<file path="config.mk">
export PLATFORM = sky130hd
export DESIGN_NAME = refill_responder
export DESIGN_NICKNAME = d
export VERILOG_FILES = /design/src/rtl/refill_responder.sv
export SDC_FILE = /design/constraint.sdc
export NUM_CORES = 1
export LEC_CHECK = 0
export ABC_CLOCK_PERIOD_IN_PS = 2450
export CORE_AREA = 2 2 272 274
export CTS_BUF_LIST = sky130_fd_sc_hd__clkbuf_4
export CTS_CLUSTER_SIZE = 25
export DETAILED_ROUTE_END_ITERATION = 10
export DIE_AREA = 0 0 274 276
export GPL_TIMING_DRIVEN = 1
export PLACE_DENSITY = 0.57
export SLEW_MARGIN = 20
export SYNTH_ARGS = -nofsm -noshare
export SYNTH_HDL_FRONTEND = slang
export SYNTH_SLANG_ARGS = --single-unit
</file>
<file path="constraint.sdc">
create_clock -name clk -period 2.45 [get_ports clk]
set_input_delay 0.3675 -clock clk [delete_from_list [all_inputs] [get_ports clk]]
set_output_delay 0.3675 -clock clk [all_outputs]
set_load 0.02 [all_outputs]
</file>
<file path="src/rtl/refill_responder.sv">
// refill_responder: assembles a 64-byte cache line from eight in-order 64-bit bus beats.
// Optional response watchdog enabled by defining REFILL_TIMEOUT_EN.
module refill_responder #(
  parameter int PADDR_WIDTH    = 56,
  parameter int LINE_SIZE      = 64,
  parameter int TIMEOUT_CYCLES = 256
) (
  input  logic                     clk,
  input  logic                     rst_n,
  input  logic                     line_req,
  input  logic [PADDR_WIDTH-1:0]   line_addr,
  output logic                     line_ack,
  output logic [LINE_SIZE*8-1:0]   line_data,
  output logic                     line_error,
  output logic                     busy,
  output logic                     bus_req_valid,
  input  logic                     bus_req_ready,
  output logic [PADDR_WIDTH-1:0]   bus_req_addr,
  input  logic                     bus_resp_valid,
  input  logic [63:0]              bus_resp_data,
  input  logic                     bus_resp_error
);
  localparam logic [1:0] IDLE = 2'd0, FILL = 2'd1, DONE = 2'd2, FAIL = 2'd3;
  logic [1:0]               state_q, state_d;
  logic [PADDR_WIDTH-1:0]   addr_q, addr_d;
  logic [3:0]               issue_q, issue_d, resp_q, resp_d;
  logic                     err_q, err_d;
  logic [LINE_SIZE*8-1:0]   data_q, data_d;
  logic                     issue;
`ifdef REFILL_TIMEOUT_EN
  localparam int WW = $clog2(TIMEOUT_CYCLES + 1);
  logic [WW-1:0] wd_q, wd_d;
`endif
  assign busy          = state_q != IDLE;
  assign line_ack      = state_q == DONE;
  assign line_error    = state_q == FAIL;
  assign line_data     = data_q;
  assign bus_req_valid = state_q == FILL && !issue_q[3];
  // low six bits of addr_q are always zero, so OR-ing in the beat offset is exact
  assign bus_req_addr  = addr_q | {{(PADDR_WIDTH-6){1'b0}}, issue_q[2:0], 3'b000};
  assign issue         = bus_req_valid && bus_req_ready;
  always_comb begin
    state_d = state_q;
    addr_d  = addr_q;
    issue_d = issue_q;
    resp_d  = resp_q;
    err_d   = err_q;
    data_d  = data_q;
    if (state_q == IDLE && line_req) begin
      addr_d  = line_addr & {{(PADDR_WIDTH-6){1'b1}}, 6'b0};
      issue_d = '0;
      resp_d  = '0;
      err_d   = 1'b0;
      state_d = FILL;
    end
    if (state_q == FILL) begin
      issue_d = issue ? issue_q + 4'd1 : issue_q;
      if (bus_resp_valid) begin
        data_d[{resp_q[2:0], 6'b0} +: 64] = bus_resp_data;
        resp_d = resp_q + 4'd1;
        err_d  = err_q | bus_resp_error;
        if (resp_q == 4'd7) state_d = err_d ? FAIL : DONE;
      end
    end
    if (state_q == DONE || state_q == FAIL) state_d = IDLE;
`ifdef REFILL_TIMEOUT_EN
    // watchdog restarts on entry to FILL and on every response
    wd_d = (state_q == FILL && !bus_resp_valid) ? wd_q + WW'(1) : '0;
    if (state_q == FILL && state_d == FILL && wd_d == WW'(TIMEOUT_CYCLES)) state_d = FAIL;
`endif
  end
  always_ff @(posedge clk or negedge rst_n) begin
    if (!rst_n) begin
      state_q <= IDLE;
      addr_q  <= '0;
      issue_q <= '0;
      resp_q  <= '0;
      err_q   <= 1'b0;
      data_q  <= '0;
`ifdef REFILL_TIMEOUT_EN
      wd_q    <= '0;
`endif
    end else begin
      state_q <= state_d;
      addr_q  <= addr_d;
      issue_q <= issue_d;
      resp_q  <= resp_d;
      err_q   <= err_d;
      data_q  <= data_d;
`ifdef REFILL_TIMEOUT_EN
      wd_q    <= wd_d;
`endif
    end
  end
endmodule

</file>
After elaboration in Yosys (flattened, before gate mapping). Cells that the tools add are included.

Memory bits (read-only): 0. Memories kept: 0. Output and inout port bits: 572. Word-level logic and storage cells: 44. Bits in latches: 0. Bits in writable memories: 0. Bits in registers: 573.

Multiplexer cells: 16. Order comparisons: 0. Bitwise gates (word level): 2. $add $sub $neg: 3. Div/mod/pow operators: 0. Eq/ne operators: 5. Multiply operators: 0. Shift-type cells: 2. Reductions and logical operators: 10.

Operators with widths (number): $bwmux W512 (1); $shift A64 B11 Y512 const A (1); $shiftx A64 B11 Y512 (1); $or A56 B6 Y56 (1); $mux W4 (6); $neg A9 Y11 (1); $mux W2 (5); $add A4 B1 Y4 const B (2); $eq A2 B2 Y1 const B (2); $eq A4 B3 Y1 const B (1); $mux W1 (4); $reduce_and A2 Y1 (2); $reduce_bool A2 Y1 (2); $logic_and A1 B1 Y1 (3); $eq A2 B1 Y1 const B (1); $logic_not A2 Y1 (1); $ne A2 B2 Y1 const B (1); $logic_not A1 Y1 (1); $logic_or A1 B1 Y1 (1); $or A1 B1 Y1 (1).

Longest topological paths before layout. Gate-level depths: netlist of run 1.

Word-level depth: 7. Depth in mapped cells: 9. Depth with buffers taken out: 6.

Least setup slack after synthesis of run 1. Ideal clock, no wire load.

Kind: register to register. Start: reg resp_q[0]. End: reg data_q[388], in the netlist line_data[388]. Stages on the path, launching flop included: 10. Clock period less this slack: 2.664 ns. Arrival: 2.538 ns. Data required time: 2.325 ns. Path slack: -0.214 ns. Path through: dfrtp_1 clkbuf_1 inv_1 ha_1 ha_1 or2_2 or4_1 buf_4 buf_6 mux2_4.

Cells in the longest elaborated chain, start to end: 3.

RTL lines: start, declared (RTL line 26) `logic [3:0] issue_q, issue_d, resp_q, resp_d;`; start signal, assigned (RTL line 87) `resp_q <= resp_d;`; $neg A9 Y11 * (RTL line 59) `data_d[{resp_q[2:0], 6'b0} +: 64] = bus_resp_data;`; $shiftx A64 B11 Y512 or $shift A64 B11 Y512 (tied branches) (RTL line 59); $bwmux W512 * (RTL line 59); end signal, assigned (RTL line 89) `data_q <= data_d;`; end, declared (RTL line 28) `logic [LINE_SIZE*8-1:0] data_q, data_d;`.

Mark *: on every way between the ends. The rest lies on a longest branch, timed or not. A chain may end at the register's enable or synchronous reset.

Worst setup path after layout of run 1.
Start: reg resp_q[1]. End: reg data_q[417], in the netlist line_data[417].

The elaborated chain is that of the path after synthesis.

==> results of run 1 <==
## placed cells by master, fill, tap and decap left out, drive strengths merged, types with 10 or more instances in the layout
cell type / netlist / routed
dfrtp: 573 / 573
dlymetal6s2s: 0 / 10
mux2: 503 / 503
mux2i: 12 / 12
dlygate4sd2: 0 / 285
dlygate4sd3: 0 / 52
buf: 58 / 89
clkbuf: 21 / 219
nand2: 165 / 165
clkdlybuf4s50: 0 / 388
inv: 15 / 21
and2: 26 / 26
nor3b: 20 / 20
clkinv: 0 / 37
## cell families (layout without fill, tap and decap cells)
group	Yosys count	count (layout)	share of synthesized area (%)
fa+ha+maj	5	5	0.2814
simple gates	252	252	5.566
mux	515	515	27.03
other cells	1	4	0.01687
compound gates	14	14	0.4502
buf+inv	94	1108	2.161
flops	573	573	64.49
## cell type report
type                    instances  area, um2
fillers                      6680      39200
flip-flops and latches        573      14340
repair buffers                828       8293
multi-input cells             789       7510
clock buffers                 215       1614
well taps                     959       1200
clock inverters                50      371.6
inverters                      15      56.30
diodes                          1      2.502
## final timing paths
kind,from,to
setup / recovery,resp_q[1],line_data[417]
hold / removal,rst_n,line_data[27]
setup reg to reg,resp_q[1],line_data[417]
hold reg to reg,resp_q[3],resp_q[3]
max in group asynchronous,rst_n,line_data[458]
min in group clk,bus_resp_data[15],line_data[271]
## power by group through the flow
stage	clock, mW	combinational, mW	sequential, mW
2_1_floorplan	0	6.43	20.9
3_3_place_gp	0	23.6	15.8
3_5_place_dp	0	23.8	16.0
4_1_cts	9.15	22.5	15.8
5_1_grt	9.72	23.5	16.3
6_report	8.78	22.4	15.8
## repair_timing
action / in CTS / in global routing
hold buffers: 53 / 0
buffers inserted: 2 / 1
endpoints found under the hold margin: 624 / 0
endpoints found under the setup margin: 309 / 126
gates resized for setup: 310 / 19
pin swaps: 1 / 1
gates cloned: 0 / 6
## synth_stat cells, types with 2 or more instances
library cell / n / share of area (%)
a21oi_1: 2 / 0.045
a22o_1: 4 / 0.16
and2_1: 26 / 0.73
and3_1: 6 / 0.17
buf_2: 45 / 1.0
buf_4: 7 / 0.24
buf_6: 6 / 0.30
clkbuf_1: 21 / 0.35
dfrtp_1: 573 / 64
ha_1: 5 / 0.28
inv_1: 15 / 0.25
mux2_1: 17 / 0.86
mux2_2: 426 / 22
mux2_4: 60 / 4.1
mux2i_1: 12 / 0.54
nand2_1: 165 / 2.8
nand2b_1: 4 / 0.11
nand3_1: 2 / 0.045
nand3b_1: 2 / 0.068
nand4_1: 2 / 0.056
nor2_1: 8 / 0.14
nor3_2: 3 / 0.14
nor3b_1: 20 / 0.68
nor4_4: 2 / 0.19
nor4b_1: 2 / 0.079
o21ai_0: 3 / 0.068
or2_2: 2 / 0.056
## flip-flops by register name, indices dropped and copies added, names as in the netlist
name       count
issue_q        4
addr_q        50
err_q          1
resp_q         4
state_q        2
line_data    512
## layer usage
metal,vias up,global-route usage (%),part of all wire (%)
met1,7995,22.84,39
li1,6948,-,-
met4,0,8.891,3.6
met3,148,6.826,7.7
met5,-,0,0
met2,605,33.20,49
## worst max-delay path, delay by kind of cell, from the launching register on
kind,cells,cell delay [ns]
simple gates,2,0.66
buf+inv,3,0.50
flops,1,0.38
fa+ha+maj,2,0.38
mux,1,0.31
## per-stage QoR
step | setup TNS [ns] | hold slack [ns] | instances
final | 0 | 0.1956 | 3430
after CTS | 0 | 0.05610 | 3422
after global placement | 0 | 0.3615 | 3102
after global routing | 0 | 0.1069 | 3430
after floorplan | -0.04936 | 0.07191 | 1456
after detailed placement | -1.028 | 0.3643 | 3102
==> flow_summary.toml, run 1 <==
[finish]
area_growth_syn_to_layout_pct = 50.18
fin_util_pct = 46.00
drive_gt1_share_pct = 33.77
final_nets = 2496
fin_area_um2 = 33390

[clocking]
numCtsBuffers = 158
h-tree-depth = 4
ctsLongestPathBuffers = 3
cts_root_buffer = "clkbuf_4"
cts_tree = "yes"
cts.sinks = 573
path_clk_slew_ns = 0.07
clk_latency_ns = 0.96

[synth]
ys_seq_elements = 573
avgSynthCellArea_um2 = 15.29
synth_flop_cell = "dfrtp_1"
syn_area_um2 = 22230
yosysWarnings = 0
synth_edf_count = 0
synthCells = 1454
ys_seq_area_share_pct = 64.49
async_reset_ff_share_pct = 100.0
synth.distinct_cells = 41

[routing]
drcViolationCount = 0
wirelength_um = 76530
vias_per_cell = 4.576
vias = 15700
wl_per_cell_um = 22.31
ant_nets = 0
initialDrtViolationCount = 543
first_pass_iters = 4

[timing]
setup_ws_ns = 0.09710
setup_viol_count_final = 0
period_needed_ns = 2.353
relSlewSlack_pct = 47.38
hold_viol_final = 0
rsz0062_at_grt = "no"
finClkSkew_ns = 0.05562
report.final.slew_viol_count = 0
finalCritPeriodShare_pct = 96.04
worst_pin_slew_ns = 0.7869
fmax_ghz = 0.4250

[worst_setup_path]
crit_fanout = 13
worstPathArrival_ns = 3.17
crit_type = "reg -> reg"
r2r.worst_path.cells = 8
cp.required_ns = 3.27
cp_slowest_cell = "or4_4"
max_stage_delay_ns = 0.50
r2r_slack_ns = 0.1
path_common_cell = "ha_4"
crit_path_start_kind = "flip-flop"
end_kind = "flip-flop"
critical_path.cell_chain = "inv_1 -> ha_4 -> ha_4 -> nand2b_1 -> or4_4 -> buf_12 -> clkbuf_16 -> mux2_4"

[run_status]
outcome = "complete, no violations"

[place]
place_area_um2 = 30980
dp_worst_setup_slack_ns = -0.03740
place_congestion = 0.7778
dp_hpwl_um = 52280
portBuffers = 688

[pwr]
power_frac_comb_pct = 47.6
p_leak_nw = 16.13
p_int_mw = 28.75
power.density_nw_per_um2 = 1405
p_sw_mw = 18.17
pwr-share-clk_pct = 18.7
power_frac_seq_pct = 33.7
total_power_mw = 46.92
swShare_pct = 38.73
ir_drop_uv = 649.3

[flow_run]
drv_cap = 0

[die]
fp-row-count = 99
initial_utilization_pct = 30.63
dieHeight_um = 276
die_area_um2 = 75620
ios = 698
coreArea_um2 = 72590
die_x_um = 274

[grt]
overflow = 0
grt_pass1_wl_um = 111700
first_global_vias = 17060
gr-usage-all-layers_pct = 19.85
antenna_found_initial = 2
grt_max_degree = 82

[hold_path]
hp-class = "in -> async"
Power figures use the tool's default switching activity.
==> inputs of run 2 (changes only) <==
--- a/config.mk
+++ b/config.mk
@@ -13,7 +13,9 @@
 export DIE_AREA = 0 0 274 276
 export GPL_TIMING_DRIVEN = 1
 export PLACE_DENSITY = 0.57
+export SETUP_SLACK_MARGIN = 0.4
 export SLEW_MARGIN = 20
 export SYNTH_ARGS = -nofsm -noshare
 export SYNTH_HDL_FRONTEND = slang
 export SYNTH_SLANG_ARGS = --single-unit
+export TNS_END_PERCENT = 5
==> run 2 against run 1 <==
Compared with the run above: global-route usage decreased by 0.53 points; clock skew decreased by 0.0082 ns; combinational power hardly changed; die area unchanged; via count is 1.7% higher; critical path type unchanged; critical endpoint is now line_data[406]; highest routed layer unchanged.
==> flow_summary.toml, run 2 (synthesized netlist as in run 1, its figures left out) <==
[run_status]
outcome = "complete, no violations"

[die]
fp-row-count = 99
die_area_um2 = 75620
coreArea_um2 = 72590
dieHeight_um = 276
ios = 698
die_x_um = 274
initial_utilization_pct = 30.63

[clocking]
h-tree-depth = 4
cts_tree = "yes"
numCtsBuffers = 159
cts_root_buffer = "clkbuf_4"
ctsLongestPathBuffers = 3
path_clk_slew_ns = 0.07
cts.sinks = 573
clk_latency_ns = 0.96

[worst_setup_path]
crit_type = "reg -> reg"
r2r.worst_path.cells = 8
cp.required_ns = 3.26
reg2reg_to = "line_data[406]"
startpoint = "resp_q[0]"
worstPathArrival_ns = 3.20
end_kind = "flip-flop"
crit_fanout = 12
r2r_slack_ns = 0.06
crit_path_start_kind = "flip-flop"
r2r-start = "resp_q[0]"

[hold_path]
min_path_cells = 3
hp-class = "in -> reg"
hp-start = "bus_resp_data[6]"
min_to = "line_data[262]"

[timing]
rsz0062_at_grt = "yes"
finalCritPeriodShare_pct = 97.61
worst_pin_slew_ns = 0.7203
setup_viol_count_final = 0
relSlewSlack_pct = 51.83
finClkSkew_ns = 0.04745
report.final.slew_viol_count = 0
fmax_ghz = 0.4182
whs_ns = 0.2312
period_needed_ns = 2.391
hold_viol_final = 0

[pwr]
p_leak_nw = 17.12
power.density_nw_per_um2 = 1405
ir_drop_uv = 580.9

[routing]
wirelength_um = 77710
wl_per_cell_um = 22.30
vias = 15970
initialDrtViolationCount = 691
vias_per_cell = 4.583
first_pass_iters = 6
drcViolationCount = 0
ant_nets = 0

[grt]
overflow = 0
antenna_found_initial = 4
gr-usage-all-layers_pct = 19.32
grt_max_degree = 101
first_global_vias = 16790
grt_pass1_wl_um = 109200

[finish]
largest_reg_flops = 512
fin_util_pct = 46.46
instances_no_fill = 3484
drive_gt1_share_pct = 43.69
final_cell_mix = "dfrtp_1, dlygate4sd2_1, mux2_2"
layout_commonest_cell = "dfrtp_1"
final_nets = 2532
area_growth_syn_to_layout_pct = 51.69

[place]
dp.cells = 3098
dp_hpwl_um = 50940
place_congestion = 0.7656
portBuffers = 688

[flow_run]
drv_cap = 0
-- run 2: changes by cell type in the layout (fill, tap and decap cells not counted), sizes merged --
cell / change
clkdlybuf4s50: -270
clkbuf: +169
clkinvlp: +1
dlygate4sd3: +3
dlygate4sd2: +95
buf: +76
inv: +1
clkdlybuf4s15: +1
diode: +4
dlymetal6s2s: -10
bufinv: -3
clkinv: -13
-- run 2: timing repair --
action,in CTS,in global routing
endpoints found under the hold margin,626,0
resized for setup,796,507
pin swaps,2,13
hold buffers,56,0
gates cloned,0,15
setup endpoints to repair,1072,1029
setup buffers,7,23
-- run 2: metal layers --
metal / vias to the layer above / GRT usage [%] / routed length [um]
li1: 7048 / - / -
met1: 8189 / 21.80 / 30550
met2: 598 / 32.67 / 38440
met3: 132 / 7.365 / 6500
met4: 0 / 7.818 / 2213
met5: - / 0 / 0
-- run 2: worst max path at each step --
| stage | endpoint | depth (start not counted) |
|---|---|---|
| floorplan | line_data[388] | 9 |
| global placement | line_data[432] | 5 |
| detailed placement | line_data[389] | 5 |
| CTS | busy | 3 |
| global route | line_data[303] | 9 |
| finish | line_data[406] | 8 |
-- run 2: worst max-delay path, stage by stage (launching register included) --
cell       delay [ns]
dfrtp_2          0.39
inv_4            0.04
ha_4             0.17
ha_4             0.16
or2_4            0.24
or4_4            0.55
buf_12           0.19
clkbuf_16        0.20
mux2_4           0.31
-- run 2: power breakdown --
group	switching, mW	internal, mW	leakage, nW	total, mW
clock network	4.14	4.75	1.23	8.90
logic	12.3	10.3	8.67	22.7
registers	2.16	13.6	7.23	15.8
-- run 2: final cells by class --
cell class	instances	area [um2]
Antenna cell	5	12.51
Multi-Input combinational cell	789	8249
Fill cell	6668	38860
Clock inverter	36	235.2
Sequential cell	573	14340
Clock buffer	244	1832
Tap cell	959	1200
Timing Repair Buffer	863	7792
Inverter	15	63.81
-- run 2: metrics by stage --
step	total power [mW]	TNS (ns)	setup slack, ns	cell area (um2)
final	47.37	0	0.05864	33720
after global routing	50.03	-0.008334	-0.008334	33720
after CTS	46.06	0	0.08923	32800
after detailed placement	39.70	-0.7226	-0.03209	30910
after global placement	39.30	-0.4204	-0.02531	30910
after floorplan	27.42	0	0.1099	22340
==> inputs of run 3 (changes only) <==
--- a/config.mk
+++ b/config.mk
@@ -6,15 +6,16 @@
 export NUM_CORES = 1
 export LEC_CHECK = 0
 export ABC_CLOCK_PERIOD_IN_PS = 2450
-export CORE_AREA = 2 2 272 274
+export CORE_AREA = 2 2 271 273
 export CTS_BUF_LIST = sky130_fd_sc_hd__clkbuf_4
 export CTS_CLUSTER_SIZE = 25
 export DETAILED_ROUTE_END_ITERATION = 10
-export DIE_AREA = 0 0 274 276
+export DIE_AREA = 0 0 273 275
+export DONT_BUFFER_PORTS = 1
 export GPL_TIMING_DRIVEN = 1
-export PLACE_DENSITY = 0.57
+export PLACE_DENSITY = 0.44
 export SETUP_SLACK_MARGIN = 0.4
-export SLEW_MARGIN = 20
+export SLEW_MARGIN = 10
 export SYNTH_ARGS = -nofsm -noshare
 export SYNTH_HDL_FRONTEND = slang
 export SYNTH_SLANG_ARGS = --single-unit
==> run 3 against run 2 <==
Compared with the run above: the run now ends with negative hold slack, max-slew violations left; non-clock buffer count is 609 lower; clock skew is 0.048 ns higher; sequential power rose by 44%; cell count is 17% lower; flip-flop and latch count did not move; utilization shrank 7.0 points; highest routed layer unchanged.
==> flow_summary.toml, run 3 (synthesized netlist as in run 1, its figures left out) <==
[run_status]
outcome = "finished, violations left"
failed_checks = "negative hold slack, max-slew violations"

[die]
ios = 698
dieHeight_um = 275
coreArea_um2 = 72340
die_x_um = 273
die_area_um2 = 75080
initial_utilization_pct = 30.73
fp-row-count = 99

[finish]
area_growth_syn_to_layout_pct = 28.40
final_cell_mix = "dfrtp_1, mux2_2, clkbuf_4"
fin_area_um2 = 28550
fillers = 6786
final_nets = 1924
largest_reg_flops = 512
layout_commonest_cell = "dfrtp_1"
drive_gt1_share_pct = 45.55

[timing]
finClkSkew_ns = 0.09587
worst_pin_slew_ns = 1.524
setup_viol_count_final = 0
finalCritPeriodShare_pct = 93.67
finalSetupTns_ns = 0
hold_viol_final = 573
fmax_ghz = 0.4357
period_needed_ns = 2.295
rsz0062_at_grt = "yes"
whs_ns = -0.9208
report.final.slew_viol_count = 72
relSlewSlack_pct = -1.573

[hold_path]
hp-class = "in -> async"

[clocking]
cts_root_buffer = "clkbuf_4"
ctsLongestPathBuffers = 3
path_clk_slew_ns = 0.06
cts_tree = "yes"
h-tree-depth = 4
cts.sinks = 573
cts_hold_buf = 166
clk_latency_ns = 0.99
numCtsBuffers = 160

[routing]
first_pass_iters = 4
initialDrtViolationCount = 657
wirelength_um = 77120
vias_per_cell = 4.766
wl_per_cell_um = 26.82
drcViolationCount = 0
ant_nets = 0
vias = 13700

[grt]
gr-usage-met3_pct = 8.222
grt_pass1_wl_um = 104500
antenna_found_initial = 5
gr-usage-all-layers_pct = 19.14
busiest_layer = "met2"
first_global_vias = 14850
overflow = 0
grt_use_met1_pct = 20.81
grt_util_met2_pct = 32.85
grt_max_degree = 574

[worst_setup_path]
worstPathArrival_ns = 3.10
r2r.worst_path.cells = 7
reg2reg_to = "line_data[428]"
end_kind = "flip-flop"
cp.required_ns = 3.26
crit_path_start_kind = "flip-flop"
r2r-start = "resp_q[0]"
r2r_slack_ns = 0.15
crit_fanout = 34
crit_type = "reg -> reg"

[place]
portBuffers = 0
dp_hpwl_um = 44690
place_congestion = 0.7815
place_area_um2 = 23620

[pwr]
p_leak_nw = 13.35
power.density_nw_per_um2 = 1453
total_power_mw = 41.49
ir_drop_uv = 589.8

[flow_run]
drv_cap = 0
-- run 3: changes by cell type in the layout (fill, tap and decap cells not counted), moves of 11 or more --
| cell | delta |
|---|---|
| buf_6 | -23 |
| dlygate4sd3_1 | +111 |
| dlygate4sd2_1 | -380 |
| buf_4 | -27 |
| clkdlybuf4s50_1 | -118 |
| and2_1 | +11 |
| mux2_4 | -152 |
| and2_4 | -12 |
| buf_2 | -38 |
| mux2_2 | +145 |
| clkbuf_2 | -134 |
-- run 3: critical path, stage by stage (launching register included) --
cell     delay, ns
dfrtp_2       0.38
inv_4         0.04
ha_4          0.17
ha_4          0.16
or2_4         0.23
or4_4         0.57
buf_16        0.26
mux2_4        0.33
-- run 3: metrics by stage --
stage	utilization, %	worst slack (ns)	cells	hold WS [ns]
after floorplan	-	0.1099	1456	0.07191
after global placement	32.64	-0.03786	2371	0.08620
after detailed placement	32.64	-0.003413	2371	0.07978
after CTS	38.73	0.1442	2846	-1.081
after global routing	39.46	0.1033	2875	-1.049
final	39.46	0.1550	2875	-0.9208
-- run 3: layer usage --
metal	wire length, um	share of wire, %
met2	39350	51
met4	2169	2.8
met1	29020	38
met3	6582	8.5
met5	0	0
-- run 3: report_power, final --
part | internal, mW | switching (mW) | total, mW | leakage [nW]
logic | 5.71 | 4.08 | 9.78 | 4.86
clock network | 4.88 | 4.14 | 9.03 | 1.26
registers | 13.6 | 9.08 | 22.7 | 7.23
total | 24.2 | 17.3 | 41.5 | 13.3
-- run 3: layout make-up --
class | count | area, um2 | share of cell area (%)
Sequential cell | 573 | 14340 | 50.23
Multi-Input combinational cell | 789 | 7652 | 26.81
Timing Repair Buffer | 254 | 3179 | 11.14
Clock buffer | 252 | 1892 | 6.627
Tap cell | 959 | 1200 | 4.203
Clock inverter | 29 | 211.5 | 0.7407
Inverter | 15 | 61.31 | 0.2148
Antenna cell | 4 | 10.01 | 0.03506
-- run 3: what timing repair did --
item | 4_1_cts | 5_1_grt
gates cloned | 10 | 14
setup buffers | 18 | 11
pin swaps | 7 | 5
hold endpoints to repair | 1146 | 573
setup endpoints to repair | 479 | 533
resized for setup | 49 | 17
-- run 3: worst max-delay path by stage --
stage	startpoint	to	cells after the start
global route	resp_q[1]	line_data[176]	9
CTS	state_q[1]	bus_req_valid	4
finish	resp_q[0]	line_data[428]	7
detailed placement	resp_q[1]	line_data[458]	7
floorplan	resp_q[0]	line_data[388]	9
global placement	resp_q[1]	line_data[477]	7
